**src/rtl/io_bus_bridge_if.sv**
```systemverilog
// CPU-side I/O bus bundle between the 8088 bus interface and the I/O bridge.
// Valid/ready contract: a cycle is requested while cpu_iom=1 and exactly one
// of cpu_rd_n/cpu_wr_n is low; the bridge completes it when it returns
// cpu_ready=1, and the CPU must then release both strobes for at least one
// clock before it starts the next cycle.
interface io_bus_bridge_if;
    logic        cpu_iom;
    logic        cpu_rd_n;
    logic        cpu_wr_n;
    logic [19:0] cpu_addr;
    logic [7:0]  cpu_dout;
    logic        cpu_ready;
    logic [7:0]  io_din;
    logic        io_hit;
    logic        bus_err;

    modport master (
        output cpu_iom, cpu_rd_n, cpu_wr_n, cpu_addr, cpu_dout,
        input  cpu_ready, io_din, io_hit, bus_err
    );

    modport slave (
        input  cpu_iom, cpu_rd_n, cpu_wr_n, cpu_addr, cpu_dout,
        output cpu_ready, io_din, io_hit, bus_err
    );
endinterface

```
**src/rtl/io_bus_bridge.sv**
```systemverilog
// I/O-space front end: decodes CPU I/O cycles into N_DEV device windows,
// drives registered chip selects/strobes, inserts per-device wait states,
// latches read data and flags unmapped or illegal I/O cycles.
module io_bus_bridge #(
    parameter int N_DEV = 4,
    parameter int WS_W  = 4,
    parameter logic [N_DEV*16-1:0]   DEV_BASE = {16'h0080, 16'h0060, 16'h0040, 16'h0020},
    parameter logic [N_DEV*16-1:0]   DEV_MASK = {16'hFFF8, 16'hFFFC, 16'hFFFC, 16'hFFFE},
    parameter logic [N_DEV*WS_W-1:0] DEV_WS   = {4'd0, 4'd3, 4'd1, 4'd0}
) (
    input  logic                 clk,
    input  logic                 rst_n,
    io_bus_bridge_if.slave       bus,
    output logic [N_DEV-1:0]     dev_cs_n,
    output logic                 dev_rd_n,
    output logic                 dev_wr_n,
    output logic [1:0]           dev_a,
    output logic [7:0]           dev_wdata,
    input  logic [N_DEV*8-1:0]   dev_rdata,
    output logic [1:0]           state_dbg
);
    localparam int IDX_W = (N_DEV > 1) ? $clog2(N_DEV) : 1;

    typedef enum logic [1:0] {
        S_IDLE   = 2'd0,
        S_ACCESS = 2'd1,
        S_HOLD   = 2'd2
    } state_t;

    state_t             state_q, state_d;
    logic [WS_W-1:0]    cnt_q;
    logic [IDX_W-1:0]   sel_q;
    logic               err_pend_q;
    logic               hit;
    logic [IDX_W-1:0]   hit_idx;
    logic [N_DEV-1:0]   hit_cs_n;
    logic               req, illegal, strobes_high, start, reject;
    logic               unused_addr_hi;

    // Only the low 16 address bits select an I/O port.
    assign unused_addr_hi = ^bus.cpu_addr[19:16];

    assign strobes_high = bus.cpu_rd_n & bus.cpu_wr_n;
    assign req          = bus.cpu_iom & (bus.cpu_rd_n ^ bus.cpu_wr_n);
    assign illegal      = bus.cpu_iom & ~bus.cpu_rd_n & ~bus.cpu_wr_n;

    // A pending error blocks new requests until the strobes release, so a
    // single strobe assertion can never yield both an error and an access.
    assign start  = (state_q == S_IDLE) && !err_pend_q && req && hit;
    assign reject = (state_q == S_IDLE) && !err_pend_q && (illegal || (req && !hit));

    // Window decode; scanning downward lets the lowest matching index win.
    always_comb begin
        hit      = 1'b0;
        hit_idx  = '0;
        hit_cs_n = '1;
        for (int i = N_DEV - 1; i >= 0; i--) begin
            if ((bus.cpu_addr[15:0] & DEV_MASK[i*16 +: 16]) ==
                (DEV_BASE[i*16 +: 16] & DEV_MASK[i*16 +: 16])) begin
                hit     = 1'b1;
                hit_idx = IDX_W'(i);
            end
        end
        for (int i = 0; i < N_DEV; i++) begin
            hit_cs_n[i] = (IDX_W'(i) != hit_idx);
        end
    end

    // State register.
    always_ff @(posedge clk or negedge rst_n) begin
        if (!rst_n) state_q <= S_IDLE;
        else        state_q <= state_d;
    end

    // Next-state logic: an access ends on the last wait state, or early when
    // the CPU drops both strobes (abort).
    always_comb begin
        state_d = state_q;
        case (state_q)
            S_IDLE:   if (start) state_d = S_ACCESS;
            S_ACCESS: begin
                if (strobes_high)     state_d = S_IDLE;
                else if (cnt_q == '0) state_d = S_HOLD;
            end
            S_HOLD:   if (strobes_high) state_d = S_IDLE;
            default:  state_d = S_IDLE;
        endcase
    end

    // READY drops in the request cycle itself so the CPU inserts waits before
    // the access register stage sees it; reset forces it high immediately.
    assign bus.cpu_ready = ~rst_n | ~(start | (state_q == S_ACCESS));
    assign bus.io_hit    = (state_q != S_IDLE);
    assign state_dbg     = state_q;

    // Device strobes, wait counter, read-data latch and error pulse.
    always_ff @(posedge clk or negedge rst_n) begin
        if (!rst_n) begin
            dev_cs_n   <= '1;
            dev_rd_n   <= 1'b1;
            dev_wr_n   <= 1'b1;
            dev_a      <= 2'b00;
            dev_wdata  <= 8'h00;
            cnt_q      <= '0;
            sel_q      <= '0;
            bus.io_din <= 8'hFF;
            bus.bus_err <= 1'b0;
            err_pend_q <= 1'b0;
        end else begin
            bus.bus_err <= reject;
            if (strobes_high)  err_pend_q <= 1'b0;
            else if (reject)   err_pend_q <= 1'b1;

            case (state_q)
                S_IDLE: begin
                    if (start) begin
                        dev_cs_n  <= hit_cs_n;
                        dev_rd_n  <= bus.cpu_rd_n;
                        dev_wr_n  <= bus.cpu_wr_n;
                        dev_a     <= bus.cpu_addr[1:0];
                        dev_wdata <= bus.cpu_dout;
                        cnt_q     <= DEV_WS[hit_idx*WS_W +: WS_W];
                        sel_q     <= hit_idx;
                    end else if (reject) begin
                        bus.io_din <= 8'hFF;
                    end
                end
                S_ACCESS: begin
                    if (strobes_high) begin
                        dev_cs_n <= '1;
                        dev_rd_n <= 1'b1;
                        dev_wr_n <= 1'b1;
                    end else if (cnt_q == '0) begin
                        if (!dev_rd_n) bus.io_din <= dev_rdata[sel_q*8 +: 8];
                        dev_cs_n <= '1;
                        dev_rd_n <= 1'b1;
                        dev_wr_n <= 1'b1;
                    end else begin
                        cnt_q <= cnt_q - 1'b1;
                    end
                end
                default: ;
            endcase
        end
    end
endmodule

```
**src/flat_wrapper.sv**
```systemverilog
// flat-port wrapper written by rule: the top's interface ports become plain ports
module io_bus_bridge_flat 
#(
    parameter int N_DEV = 4,
    parameter int WS_W  = 4,
    parameter logic [N_DEV*16-1:0]   DEV_BASE = {16'h0080, 16'h0060, 16'h0040, 16'h0020},
    parameter logic [N_DEV*16-1:0]   DEV_MASK = {16'hFFF8, 16'hFFFC, 16'hFFFC, 16'hFFFE},
    parameter logic [N_DEV*WS_W-1:0] DEV_WS   = {4'd0, 4'd3, 4'd1, 4'd0}
)
  (clk, rst_n, dev_cs_n, dev_rd_n, dev_wr_n, dev_a, dev_wdata, dev_rdata, state_dbg, bus_cpu_iom, bus_cpu_rd_n, bus_cpu_wr_n, bus_cpu_addr, bus_cpu_dout, bus_cpu_ready, bus_io_din, bus_io_hit, bus_bus_err);
  io_bus_bridge_if bus_i ();
  input  logic clk;
  input  logic rst_n;
  output logic [N_DEV-1:0] dev_cs_n;
  output logic dev_rd_n;
  output logic dev_wr_n;
  output logic [1:0] dev_a;
  output logic [7:0] dev_wdata;
  input  logic [N_DEV*8-1:0] dev_rdata;
  output logic [1:0] state_dbg;
  input wire logic [$bits(bus_i.cpu_iom)-1:0] bus_cpu_iom;
  input wire logic [$bits(bus_i.cpu_rd_n)-1:0] bus_cpu_rd_n;
  input wire logic [$bits(bus_i.cpu_wr_n)-1:0] bus_cpu_wr_n;
  input wire logic [$bits(bus_i.cpu_addr)-1:0] bus_cpu_addr;
  input wire logic [$bits(bus_i.cpu_dout)-1:0] bus_cpu_dout;
  output wire logic [$bits(bus_i.cpu_ready)-1:0] bus_cpu_ready;
  output wire logic [$bits(bus_i.io_din)-1:0] bus_io_din;
  output wire logic [$bits(bus_i.io_hit)-1:0] bus_io_hit;
  output wire logic [$bits(bus_i.bus_err)-1:0] bus_bus_err;
  assign bus_i.cpu_iom = bus_cpu_iom;
  assign bus_i.cpu_rd_n = bus_cpu_rd_n;
  assign bus_i.cpu_wr_n = bus_cpu_wr_n;
  assign bus_i.cpu_addr = bus_cpu_addr;
  assign bus_i.cpu_dout = bus_cpu_dout;
  assign bus_cpu_ready = bus_i.cpu_ready;
  assign bus_io_din = bus_i.io_din;
  assign bus_io_hit = bus_i.io_hit;
  assign bus_bus_err = bus_i.bus_err;
  io_bus_bridge #(.N_DEV(N_DEV), .WS_W(WS_W), .DEV_BASE(DEV_BASE), .DEV_MASK(DEV_MASK), .DEV_WS(DEV_WS)) u_core (.clk(clk), .rst_n(rst_n), .bus(bus_i), .dev_cs_n(dev_cs_n), .dev_rd_n(dev_rd_n), .dev_wr_n(dev_wr_n), .dev_a(dev_a), .dev_wdata(dev_wdata), .dev_rdata(dev_rdata), .state_dbg(state_dbg));
endmodule
```
**config.mk**
```make
export PLATFORM = sky130hd
export DESIGN_NAME = io_bus_bridge_flat
export DESIGN_NICKNAME = d
export VERILOG_FILES = /design/src/rtl/io_bus_bridge_if.sv /design/src/rtl/io_bus_bridge.sv /design/src/flat_wrapper.sv
export SDC_FILE = /design/constraint.sdc
export NUM_CORES = 1
export LEC_CHECK = 0
export CAP_MARGIN = 25
export CORE_ASPECT_RATIO = 0.6
export CORE_MARGIN = 4
export CORE_UTILIZATION = 39
export DETAILED_ROUTE_END_ITERATION = 8
export GPL_ROUTABILITY_DRIVEN = 0
export PLACE_DENSITY = 0.75
export SYNTH_ARGS = -nofsm -noshare
export SYNTH_HDL_FRONTEND = slang
export SYNTH_SLANG_ARGS = --single-unit
```
**constraint.sdc**
```tcl
create_clock -name clk -period 2.1 [get_ports clk]
set_input_delay 0.42 -clock clk [delete_from_list [all_inputs] [get_ports clk]]
set_output_delay 0.42 -clock clk [all_outputs]
set_load 0.01 [all_outputs]
```
; ---- Word-level counts from Yosys, hierarchy flattened
; Index checks and enable logic that the tools add are counted.
[word_totals]
inputBits = 65
wordCells = 97
ff_bits = 34
output_inout_bits = 29
[classes]
reduce_logical = 19
n_addsub = 1
n_bitwise = 11
shifts = 2
eq_ne = 18
mux = 35
[ops]
columns = operator, count
row1 = two-way mux 8 bit, 5
row2 = variable part select 32 x 6 -> 8 bit, 1
row3 = "== test 14 x 5 -> 1 bit, second input constant", 2
row4 = two-way mux 4 bit, 6
row5 = two-way mux 2 bit, 8
row6 = one-hot mux 4 bit (2 select lines), 2
row7 = one-hot mux 8 bit (2 select lines), 1
row8 = "variable part select 16 x 5 -> 4 bit, first input constant", 1
row9 = "== test 15 x 5 -> 1 bit, second input constant", 1
row10 = "== test 13 x 5 -> 1 bit, second input constant", 1
row11 = two-way mux 1 bit, 10
row12 = "!= test 2 x 1 -> 1 bit, second input constant", 4
row13 = "!= test 2 bit, second input constant", 4
row14 = nonzero test 2 bit, 4
row15 = one-hot mux 2 bit (3 select lines), 1
row16 = AND reduction 3 bit, 2
row17 = AND reduction 6 bit, 1
row18 = logical AND 1 bit, 5
row19 = AND 1 bit, 4
row20 = logical NOT 4 bit, 1
row21 = "!= test 2 bit, first input constant", 2
row22 = inverter 1 bit, 4
row23 = one-hot mux 1 bit (2 select lines), 2
row24 = AND reduction 4 bit, 1
row25 = other kinds (11), 13

; ---- Depth between registers and ports, before layout
; Gate-level depths: netlist of the first run.
[depth]
depth_word = 12
ltp_mapped = 8
ltp_nobuf = 8

; ---- Worst setup path before layout of the first run
; Ideal clock, no wire load.
[synth_path]
path_kind = input-to-reg
start = input port bus_cpu_addr[9]
end = register u_core.cnt_q[0]
setup_time_ps = 129
path_stages = 8
arrival_ps = 1863
setup_slack_ps = 108
required_time_ps = 1971
cell_sequence = nor4_2 > nand3_1 > a211o_1 > ha_1 > nand3_1 > o21ai_0 > a31oi_1 > o21ai_0
[synth_between]
elab_chain_cells = 8
word_cells_on_any_way = 18
[synth_lines]
columns = item, line_no
row1 = from (decl), flat_wrapper.sv:24  ; input wire logic [$bits(bus_i.cpu_addr)-1:0] bus_cpu_addr;
row2 = == test 13 x 5 -> 1 bit, io_bus_bridge.sv:58  ; if ((bus.cpu_addr[15:0] & DEV_MASK[i*16 +: 16]) ==
row3 = two-way mux 2 bit / two-way mux 1 bit (equally long branches) (4 in series), io_bus_bridge.sv:58
row4 = variable part select 16 x 5 -> 4 bit / logical AND 1 bit (equally long branches), "io_bus_bridge.sv:122, io_bus_bridge.sv:49"
row5 = two-way mux 4 bit / != test 2 x 1 -> 1 bit (equally long branches), -
row6 = one-hot mux 4 bit (2 select lines) / AND reduction 4 bit (equally long branches), -
row7 = to (signal assigned), io_bus_bridge.sv:122  ; cnt_q <= DEV_WS[hit_idx*WS_W +: WS_W];
row8 = to (signal assigned), io_bus_bridge.sv:139  ; cnt_q <= cnt_q - 1'b1;
row9 = to (decl), io_bus_bridge.sv:31  ; logic [WS_W-1:0] cnt_q;
; Parallel ways exist; a longest one is shown, timed or not. The select of a mux whose other input is x is not followed.
; A chain may end at the register's enable or synchronous reset.

; ---- Worst setup path after layout of the first run
[layout_path]
start = register u_core.state_q[1], in the netlist u_core.state_dbg[1]
end = output port bus_cpu_ready
[layout_between]
elab_chain_cells = 7
word_cells_on_any_way = 8
[layout_lines]
columns = item, line_no
row1 = from (decl), io_bus_bridge.sv:30  ; state_t state_q, state_d;
row2 = from (signal assigned), io_bus_bridge.sv:72  ; else state_q <= state_d;
row3 = logical NOT 2 bit, io_bus_bridge.sv:49  ; assign start = (state_q == S_IDLE) && !err_pend_q && req && hit;
row4 = logical AND 1 bit (3 in series), io_bus_bridge.sv:49
row5 = OR 1 bit (*), io_bus_bridge.sv:92  ; assign bus.cpu_ready = ~rst_n | ~(start | (state_q == S_ACCESS));
row6 = inverter 1 bit (*), io_bus_bridge.sv:92
row7 = OR 1 bit (*), io_bus_bridge.sv:92
row8 = to (decl), flat_wrapper.sv:26  ; output wire logic [$bits(bus_i.cpu_ready)-1:0] bus_cpu_ready;
; Every way passes the cells marked *; elsewhere a longest branch is shown, timed or not.

==> results of run 1 <==
-- cells in the mapped netlist, drive strengths merged --
| cell type | instances |
|---|---|
| nand2 | 36 |
| dfrtp | 20 |
| nor2 | 17 |
| dfstp | 14 |
| inv | 14 |
| a21oi | 9 |
| mux2i | 9 |
| mux4 | 8 |
| ha | 7 |
| o21ai | 7 |
| nand3 | 6 |
| nor3 | 6 |
| buf | 5 |
| nor2b | 3 |
| nor4 | 3 |
| a211o | 2 |
| a211oi | 2 |
| or2 | 2 |
| xnor2 | 2 |
| a21o | 1 |
| a31oi | 1 |
| and3 | 1 |
| clkbuf | 1 |
| nand2b | 1 |
| nand4bb | 1 |
| nor3b | 1 |
| nor4b | 1 |
| o21ba | 1 |
| or2b | 1 |
| or3 | 1 |
| or3b | 1 |
-- layout make-up --
type | count | area, sq um | share of cell area [%]
clock buffers | 5 | 68.8 | 2.08
clock inverters | 3 | 40.0 | 1.21
inverters | 14 | 52.6 | 1.59
multi-input cells | 130 | 1010 | 30.6
flip-flops and latches | 34 | 868 | 26.2
well taps | 63 | 78.8 | 2.38
repair buffers | 133 | 1190 | 35.9
-- sequential cells by signal, indices dropped and copies added, names as in the netlist --
register / flops
u_core.bus.bus_err: 1
u_core.bus.io_din: 8
u_core.cnt_q: 4
u_core.dev_a: 2
u_core.dev_cs_n: 4
u_core.dev_rd_n: 1
u_core.dev_wdata: 8
u_core.dev_wr_n: 1
u_core.err_pend_q: 1
u_core.sel_q: 2
u_core.state_dbg: 2
-- cells by family after synthesis --
family / count (synthesis) / synth area share [%]
simple gates: 81 / 22.1
flops: 34 / 45.4
compound gates: 23 / 7.99
buf+inv: 20 / 4.84
mux: 17 / 14.1
fa+ha+maj: 7 / 4.58
xor+xnor: 2 / 0.916
-- timing repair --
| item | CTS | global route |
|---|---|---|
| endpoints found under the setup margin | 6 | 13 |
| buffers inserted | 20 | 3 |
| hold endpoints to repair | 0 | 0 |
| pin swaps | 10 | 10 |
| gates resized for setup | 27 | 16 |
-- power breakdown --
| group | leakage, nW | total (mW) | internal, mW | switching [mW] |
|---|---|---|---|---|
| Clock | 0.0579 | 0.600 | 0.349 | 0.251 |
| Combinational | 1.10 | 0.350 | 0.217 | 0.133 |
| Sequential | 0.417 | 0.727 | 0.700 | 0.0272 |
| Total | 1.57 | 1.68 | 1.27 | 0.411 |
-- layer usage --
layer | global-route usage, % | up-vias | part of all wire (%)
met5 | 0 | - | 0
li1 | - | 889 | -
met2 | 28.8 | 79 | 44
met1 | 26.1 | 887 | 45
met3 | 8.17 | 6 | 10
met4 | 5.62 | 0 | 0.79
-- worst reg2reg max path: stages, from the launching register on --
cell and delay (ns):
dfrtp_1 0.41, nor4b_4 0.32, nand2_2 0.12, buf_4 0.16, a211o_1 0.35, nand2_4 0.18
mux2i_1 0.22
-- how the worst min path moves through the flow --
stage / slack [ns] / cells past startpoint / from / to
after floorplan: 0.12 / 0 / rst_n / u_core.bus.bus_err$_DFF_PN0_
after global placement: 0.45 / 2 / u_core.dev_wdata[1]$_DFFE_PN0N_ / u_core.dev_wdata[1]$_DFFE_PN0N_
after detailed placement: 0.46 / 2 / u_core.dev_wdata[1]$_DFFE_PN0N_ / u_core.dev_wdata[1]$_DFFE_PN0N_
after CTS: 0.47 / 2 / u_core.dev_wdata[1]$_DFFE_PN0N_ / u_core.dev_wdata[1]$_DFFE_PN0N_
after global routing: 0.49 / 2 / u_core.dev_wdata[0]$_DFFE_PN0N_ / u_core.dev_wdata[0]$_DFFE_PN0N_
final: 0.47 / 2 / u_core.dev_wdata[0]$_DFFE_PN0N_ / u_core.dev_wdata[0]$_DFFE_PN0N_
-- cell usage in the layout (no fill, tap or decap), types with 3 or more instances in the layout --
cell type	Yosys	layout
a21oi_1	8	8
buf_4	0	43
clkbuf_2	0	5
clkbuf_8	0	5
clkdlybuf4s50_1	0	73
dfrtp_1	20	20
dfstp_2	14	14
dlygate4sd2_1	0	7
ha_1	7	5
inv_1	14	14
mux2i_1	9	9
mux4_2	8	8
nand2_1	34	34
nand3_1	6	5
nor2_1	17	16
nor3_1	5	5
o21ai_0	5	3
o21ai_1	2	3
==> metrics, run 1 <==
status=finished clean; Critical Path Sink Type=output port; DRC=0; Post-CTS Hold Fix Bufs=0; Top-Level Pins=94; H-tree levels=2; GRT Util Overall=19.5%; Max stage delay on crit path=0.41 ns; layout cell share with drive strength beyond 1=31.3%; post-synth top area cell=dfrtp_1; WL/cell=15.5 microns; RR Endpoint=u_core.bus.io_din[4]$_DFFE_PN1P_; CP Capture Point=bus_cpu_ready; worst path cell trace=nor4b_4, nand2_2, a211oi_4, o21ai_1, buf_2; Final Hold Fails=0; post-route cell area=3310 sq um; Area Overhead vs Synth=73.1%; Starting Density=41.0%; clock skew=0.00768 ns; R2R setup slack=0.26 ns; via count=1861; max_cap viols=0; initial DRC count=50; final period utilization=97.7%; Port Buffer Count=89; P_leak=1.57 nW; Synth cell types=40; Post-Syn Area=1910 sq um; Vert. Die Dim=62.2 microns; vias per cell=4.87; Power Total=1.68 mW; clock sinks=34; Worst EP required=1.68 ns; relative slew slack=63.3%; post-synth top area share=26.2%; Post-Layout Cell Count=382; R2R Path Start=u_core.state_dbg[1]$_DFFE_PN0P_; Core ar.=4660 sq um; die area=6120 sq um; synthesized net count=256; fmax=0.487 GHz; Peak VDD IR=0.248 mV; Hold WC Path Type=register to register; Slew Viols, Final=0; CTS tree=done; initial antenna violation count=0; final setup fails=0; TNS Setup=0 ns; post-synthesis area per instance=10.4 sq um; dpl cell area=3000 sq um; post-detail-place hpwl=4.01 mm; critical-path maximum fanout=2; CP bufs+invs=1; ant diodes=0; synth top area cells=dfrtp_1 (26%), dfstp_2 (19%), mux4_2 (9.4%), nand2_1 (6.7%), mux2i_1 (4.7%); gr ovfl total=0; Crit. Startpoint=u_core.state_dbg[1]$_DFFE_PN0P_; Placement Rows=19; cells on worst reg2reg path=6; number of synthesized register bits=34; Levels on crit path=5; wire length of the first global-routing pass=9.66 mm; min cycle time layout=2.05 ns; largest net degree at the start of global routing=35; Root Driver=clkbuf_8; first-pass detailed-route iteration total=4; WS Path Type=register to output port; Synth Instances=184; P per Cell Area=507 nW/um^2; hold slack=0.470 ns; Post-layout nets=390; Post-DRT Antenna Nets=0; Final Routed Wirelength=5.92 mm; CP top delay family=simple AND/OR/NAND/NOR gates; crit path DAT=1.63 ns; synth warn=0; unrepaired setup endpoints after global routing=true; Setup WS pre-CTS=-0.548 ns; Final WS setup=0.0483 ns; # fillers=329; dpl cells=351; fin util=71.0%; vias in the first global route=1989; clk_lat worst skew=0.29 ns; die span in x=98.4 microns; Slew @ Worst Pin=0.550 ns; total CTS buffers=5; startpoint types=register; slowest cell on the critical path=dfrtp_1; clk slew on worst S/H paths=0.08 ns; register area share after synthesis=45.4%; Max Buffers Root-to-Sink=2
Note: power is estimated with default switching activity, not from simulation.
==> run 2: changes to the inputs <==
--- a/config.mk
+++ b/config.mk
@@ -12,5 +12,6 @@
 export DETAILED_ROUTE_END_ITERATION = 8
 export GPL_ROUTABILITY_DRIVEN = 0
-export PLACE_DENSITY = 0.75
+export PLACE_DENSITY = 0.83
+export SETUP_SLACK_MARGIN = 0.05
 export SYNTH_ARGS = -nofsm -noshare
 export SYNTH_HDL_FRONTEND = slang
==> constraint.sdc (replaced) <==
create_clock -name clk -period 2.1 [get_ports clk]
set_input_delay 0.315 -clock clk [delete_from_list [all_inputs] [get_ports clk]]
set_output_delay 0.315 -clock clk [all_outputs]
set_load 0.01 [all_outputs]
==> run 2 against run 1 <==
  * Combinational power fell by 8.6%
  * Critical endpoint is now u_core.cnt_q[0]$_DFFE_PN0P_
  * Highest routed layer unchanged
  * Register-to-register slack worse by 0.03 ns
  * Via count down 6.8%
  * Setup slack gained 0.039 ns
  * Clock power down 18%
  * Die area unchanged
  * Count of clock-buffer cells in the layout rose by 2
  * Hold slack worse by 0.38 ns
  * Final cell count fell by 5.2%
  * Critical path depth rose by 3
==> metrics, run 2 (synthesis results as in run 1) <==
Post-CTS Hold Fix Bufs=0; Port Buffer Count=89; hold slack=0.0913 ns; register area=868 sq um; P_leak=1.47 nW; Peak VDD IR=0.259 mV; unrepaired setup endpoints after global routing=false; # fillers=378; Worst EP required=2.27 ns; post-detail-place hpwl=4.12 mm; Max Buffers Root-to-Sink=2; P per Cell Area=491 nW/um^2; wire length of the first global-routing pass=8.56 mm; initial DRC count=40; clock group share of total power=31.9%; die area=6120 sq um; largest net degree at the start of global routing=35; fin util=67.2%; ant diodes=0; Critical Path Sink Type=register; fmax=0.497 GHz; Area Overhead vs Synth=63.7%; vias per cell=4.79; gr ovfl total=0; Placement Rows=19; first-pass detailed-route iteration total=4; TNS Setup=0 ns; Post-layout nets=370; Hold WC Path Type=input port to async pin; startpoint types=input port; final setup fails=0; die span in x=98.4 microns; combinational power share=20.8%; CTS tree=done; WS Path Type=input port to register; Final Hold Fails=0; Slew @ Worst Pin=0.540 ns; part of the power in registers=47.3%; Root Driver=clkbuf_8; final period utilization=95.8%; GRT Util Overall=17.2%; Final Routed Wirelength=5.26 mm; critical-path maximum fanout=2; Slew Viols, Final=0; Core ar.=4660 sq um; post-route cell area=3130 sq um; Sw Ratio=24.2%; clk_lat worst skew=0.28 ns; Starting Density=41.0%; Top-Level Pins=94; initial antenna violation count=0; H-tree levels=2; status=finished clean; min cycle time layout=2.01 ns; Largest regs=u_core.bus.io_din: 8 flops, u_core.dev_wdata: 8 flops; commonest non-fill, non-tap cell in the layout=clkdlybuf4s50_1; multi-input logic area=973 sq um; layout cell share with drive strength beyond 1=23.1%; Vert. Die Dim=62.2 microns; most frequent cells in the layout=clkdlybuf4s50_1 (79), nand2_1 (34), buf_4 (23); WL/cell=14.5 microns; Post-DRT Antenna Nets=0; Pint=1.17 mW; vias in the first global route=1790; Psw=372 uW; crit path DAT=2.18 ns; Post-Layout Cell Count=362; total CTS buffers=5; relative slew slack=64.0%; dpl cells=352; via count=1735; clock skew=0.0111 ns; clk slew on worst S/H paths=0.07 ns; clock sinks=34; max_cap viols=0; dpl cell area=3000 sq um; DRC=0
==> run 2: cell types whose count changed in the layout (fill, tap and decap cells not counted), moves of 2 or more <==
cell	previous run	this run
ha_4	2	0
clkdlybuf4s15_1	2	0
dlygate4sd2_1	7	5
buf_4	43	23
clkbuf_2	5	0
ha_1	5	7
clkdlybuf4s50_1	73	79
dlymetal6s2s_1	1	3
==> run 2: critical path: stages <==
cell and delay [ns]:
clkdlybuf4s50_1 0.42, or3b_2 0.45, a211o_1 0.30, ha_1 0.32, nand3_1 0.07, o21ai_0 0.07, a31oi_1 0.15, o21ai_1 0.08
==> run 2: area by class of cell <==
type	count	share of cell area (%)
Tap cell	63	2.52
Timing Repair Buffer	113	34.1
Clock inverter	1	0.160
Inverter	14	1.68
Sequential cell	34	27.7
Clock buffer	7	2.76
Multi-Input combinational cell	130	31.1
==> run 2: power by group through the flow <==
stage	clock, mW	combinational, mW	sequential [mW]
after floorplan	0	0.106	0.743
after global routing	0.530	0.346	0.732
after detailed placement	0	0.321	0.737
final	0.490	0.320	0.727
after CTS	0.507	0.324	0.727
after global placement	0	0.313	0.736
==> run 2: worst paths after layout <==
path                                                      start                          endpoint  slack (ns)  cells past startpoint
worst max-delay path                            bus_cpu_addr[2]       u_core.cnt_q[0]$_DFFE_PN0P_        0.09                      8
worst min-delay path                                      rst_n   u_core.state_dbg[0]$_DFFE_PN0P_        0.09                      2
worst max register to register      u_core.cnt_q[0]$_DFFE_PN0P_       u_core.cnt_q[3]$_DFFE_PN0P_        0.23                      7
worst min register to register  u_core.dev_wdata[0]$_DFFE_PN0N_   u_core.dev_wdata[0]$_DFFE_PN0N_        0.47                      2
max in group asynchronous                                 rst_n  u_core.bus.io_din[3]$_DFFE_PN1P_        1.65                      2
min in group clk                u_core.dev_wdata[0]$_DFFE_PN0N_   u_core.dev_wdata[0]$_DFFE_PN0N_        0.47                      2
==> run 2: layer usage <==
| metal | GRT usage (%) | vias to the layer above | share of wire (%) |
|---|---|---|---|
| met1 | 21.3 | 805 | 45 |
| met3 | 7.61 | 2 | 11 |
| met5 | 0 | - | 0 |
| li1 | - | 857 | - |
| met4 | 3.07 | 0 | 0.25 |
| met2 | 28.4 | 71 | 44 |
==> run 2: repair_timing <==
action,4_1_cts,5_1_grt
resized for setup,12,5
buffers inserted,1,1
endpoints found under the hold margin,0,0
pin swaps,4,4
setup endpoints to repair,2,2
==> run 2: through the flow <==
step / power, mW / worst slack [ns]
6_report: 1.54 / 0.0876
5_1_grt: 1.61 / 0.0504
4_1_cts: 1.56 / 0.0622
3_5_place_dp: 1.06 / -0.355
3_3_place_gp: 1.05 / -0.329
2_1_floorplan: 0.849 / 0.213
==> run 3: changes to the inputs <==
SKIP_LAST_GASP = 1   (was not set)
clock period = 2.42 ns   (was 2.1 ns; I/O delays follow)
==> run 3 against run 2 <==
  * Clock power is 14% lower
  * Combinational power is 15% lower
  * Flip-flop and latch count stayed put
==> metrics, run 3 (synthesis results as in run 1) <==
status=finished clean; first-pass detailed-route iteration total=4; Slew @ Worst Pin=0.545 ns; gr ovfl total=0; Port Buffer Count=89; crit path DAT=1.91 ns; Root Driver=clkbuf_8; total CTS buffers=5; Final Hold Fails=0; hold slack=0.116 ns; final setup fails=0; Starting Density=41.0%; ant diodes=0; fin util=65.4%; critical-path maximum fanout=3; Post-DRT Antenna Nets=0; most frequent cells in the layout=clkdlybuf4s50_1 (86), nand2_1 (34), dfrtp_1 (20); initial antenna violation count=0; Top-Level Pins=94; Slew Viols, Final=0; DRC=0; Max Buffers Root-to-Sink=2; Placement Rows=19; die span in x=98.4 microns; vias in the first global route=1789; H-tree levels=2; wire length of the first global-routing pass=8.13 mm; Largest regs=u_core.bus.io_din: 8 flops, u_core.dev_wdata: 8 flops; Peak VDD IR=0.275 mV; startpoint types=input port; initial DRC count=77; Critical Path Sink Type=output port; clock sinks=34; Core ar.=4660 sq um; Power Total=1.32 mW; max_cap viols=0; clk_lat worst skew=0.28 ns; Worst EP required=2.06 ns; relative slew slack=63.7%; Final Routed Wirelength=5.09 mm; WL/cell=14.5 microns; die area=6120 sq um; clock skew=0.00600 ns; CTS tree=done; min cycle time layout=2.27 ns; commonest non-fill, non-tap cell in the layout=clkdlybuf4s50_1; P_leak=1.38 nW; via count=1700; P per Cell Area=434 nW/um^2; unrepaired setup endpoints after global routing=false; vias per cell=4.83; layout cell share with drive strength beyond 1=20.1%; largest net degree at the start of global routing=35; Hold WC Path Type=input port to async pin; GRT Util Overall=16.6%; Vert. Die Dim=62.2 microns; clk slew on worst S/H paths=0.07 ns; Area Overhead vs Synth=59.4%; WS Path Type=input port to output port; Post-layout nets=360; post-detail-place hpwl=4.07 mm; final period utilization=94.0%; fmax=0.440 GHz
run 3: cell types whose count changed in the layout (fill, tap and decap cells not counted), sizes merged:
cell and change:
dlygate4sd2 -4, clkdlybuf4s50 +7, buf -11, dlymetal6s2s -2
run 3: final cells by class:
type | instances | area, sq um
Fill cell | 370 | 1610
Timing Repair Buffer | 103 | 992
Inverter | 14 | 52.6
Tap cell | 63 | 78.8
Clock inverter | 1 | 5.00
Multi-Input combinational cell | 130 | 965
Clock buffer | 7 | 86.3
Sequential cell | 34 | 868
run 3: worst max-delay path, stage by stage:
cell             delay, ns
clkdlybuf4s50_1       0.41
nor4_2                0.37
nand3_2               0.17
a211oi_4              0.20
o21ai_1               0.10
dlygate4sd2_1         0.30
run 3: final timing paths:
kind	cells after the start	slack [ns]	start	to
max	6	0.15	bus_cpu_addr[10]	bus_cpu_ready
max reg2reg	7	0.52	u_core.cnt_q[0]$_DFFE_PN0P_	u_core.dev_cs_n[3]$_DFFE_PN1P_
min	2	0.12	rst_n	u_core.bus.bus_err$_DFF_PN0_
max in group asynchronous	2	1.96	rst_n	u_core.dev_cs_n[1]$_DFFE_PN1P_
min reg2reg	2	0.47	u_core.dev_wdata[6]$_DFFE_PN0N_	u_core.dev_wdata[6]$_DFFE_PN0N_
min in group clk	2	0.47	u_core.dev_wdata[6]$_DFFE_PN0N_	u_core.dev_wdata[6]$_DFFE_PN0N_
run 3: power breakdown:
group | internal [mW] | switching (mW) | leakage (nW)
clock | 0.229 | 0.193 | 0.0482
sequential | 0.608 | 0.0228 | 0.417
combinational | 0.173 | 0.0981 | 0.920
total | 1.01 | 0.314 | 1.38
run 3: metrics by stage:
step                      TNS (ns)  cell area, sq um  worst slack (ns)  cells
after floorplan                  0              1910             0.485    184
after global placement      -0.132              2940            -0.121    344
after detailed placement    -0.201              2940            -0.133    344
after CTS                        0              3030            0.0538    352
after global routing             0              3050            0.0456    352
final                            0              3050             0.145    352
run 3: timing repair:
action                                  4_1_cts  5_1_grt
hold buffers                                  0        0
cloned                                        0        0
gates resized for setup                       1        3
endpoints found under the hold margin         0        0
endpoints found under the setup margin        1        1
buffers inserted                              0        0
run 3: routing by layer:
metal / global-route usage [%] / up-vias / share of wire (%)
met4: 4.09 / 0 / 0.55
met1: 20.3 / 790 / 44
met2: 25.7 / 72 / 44
met3: 9.06 / 2 / 12
met5: 0 / - / 0
li1: - / 836 / -
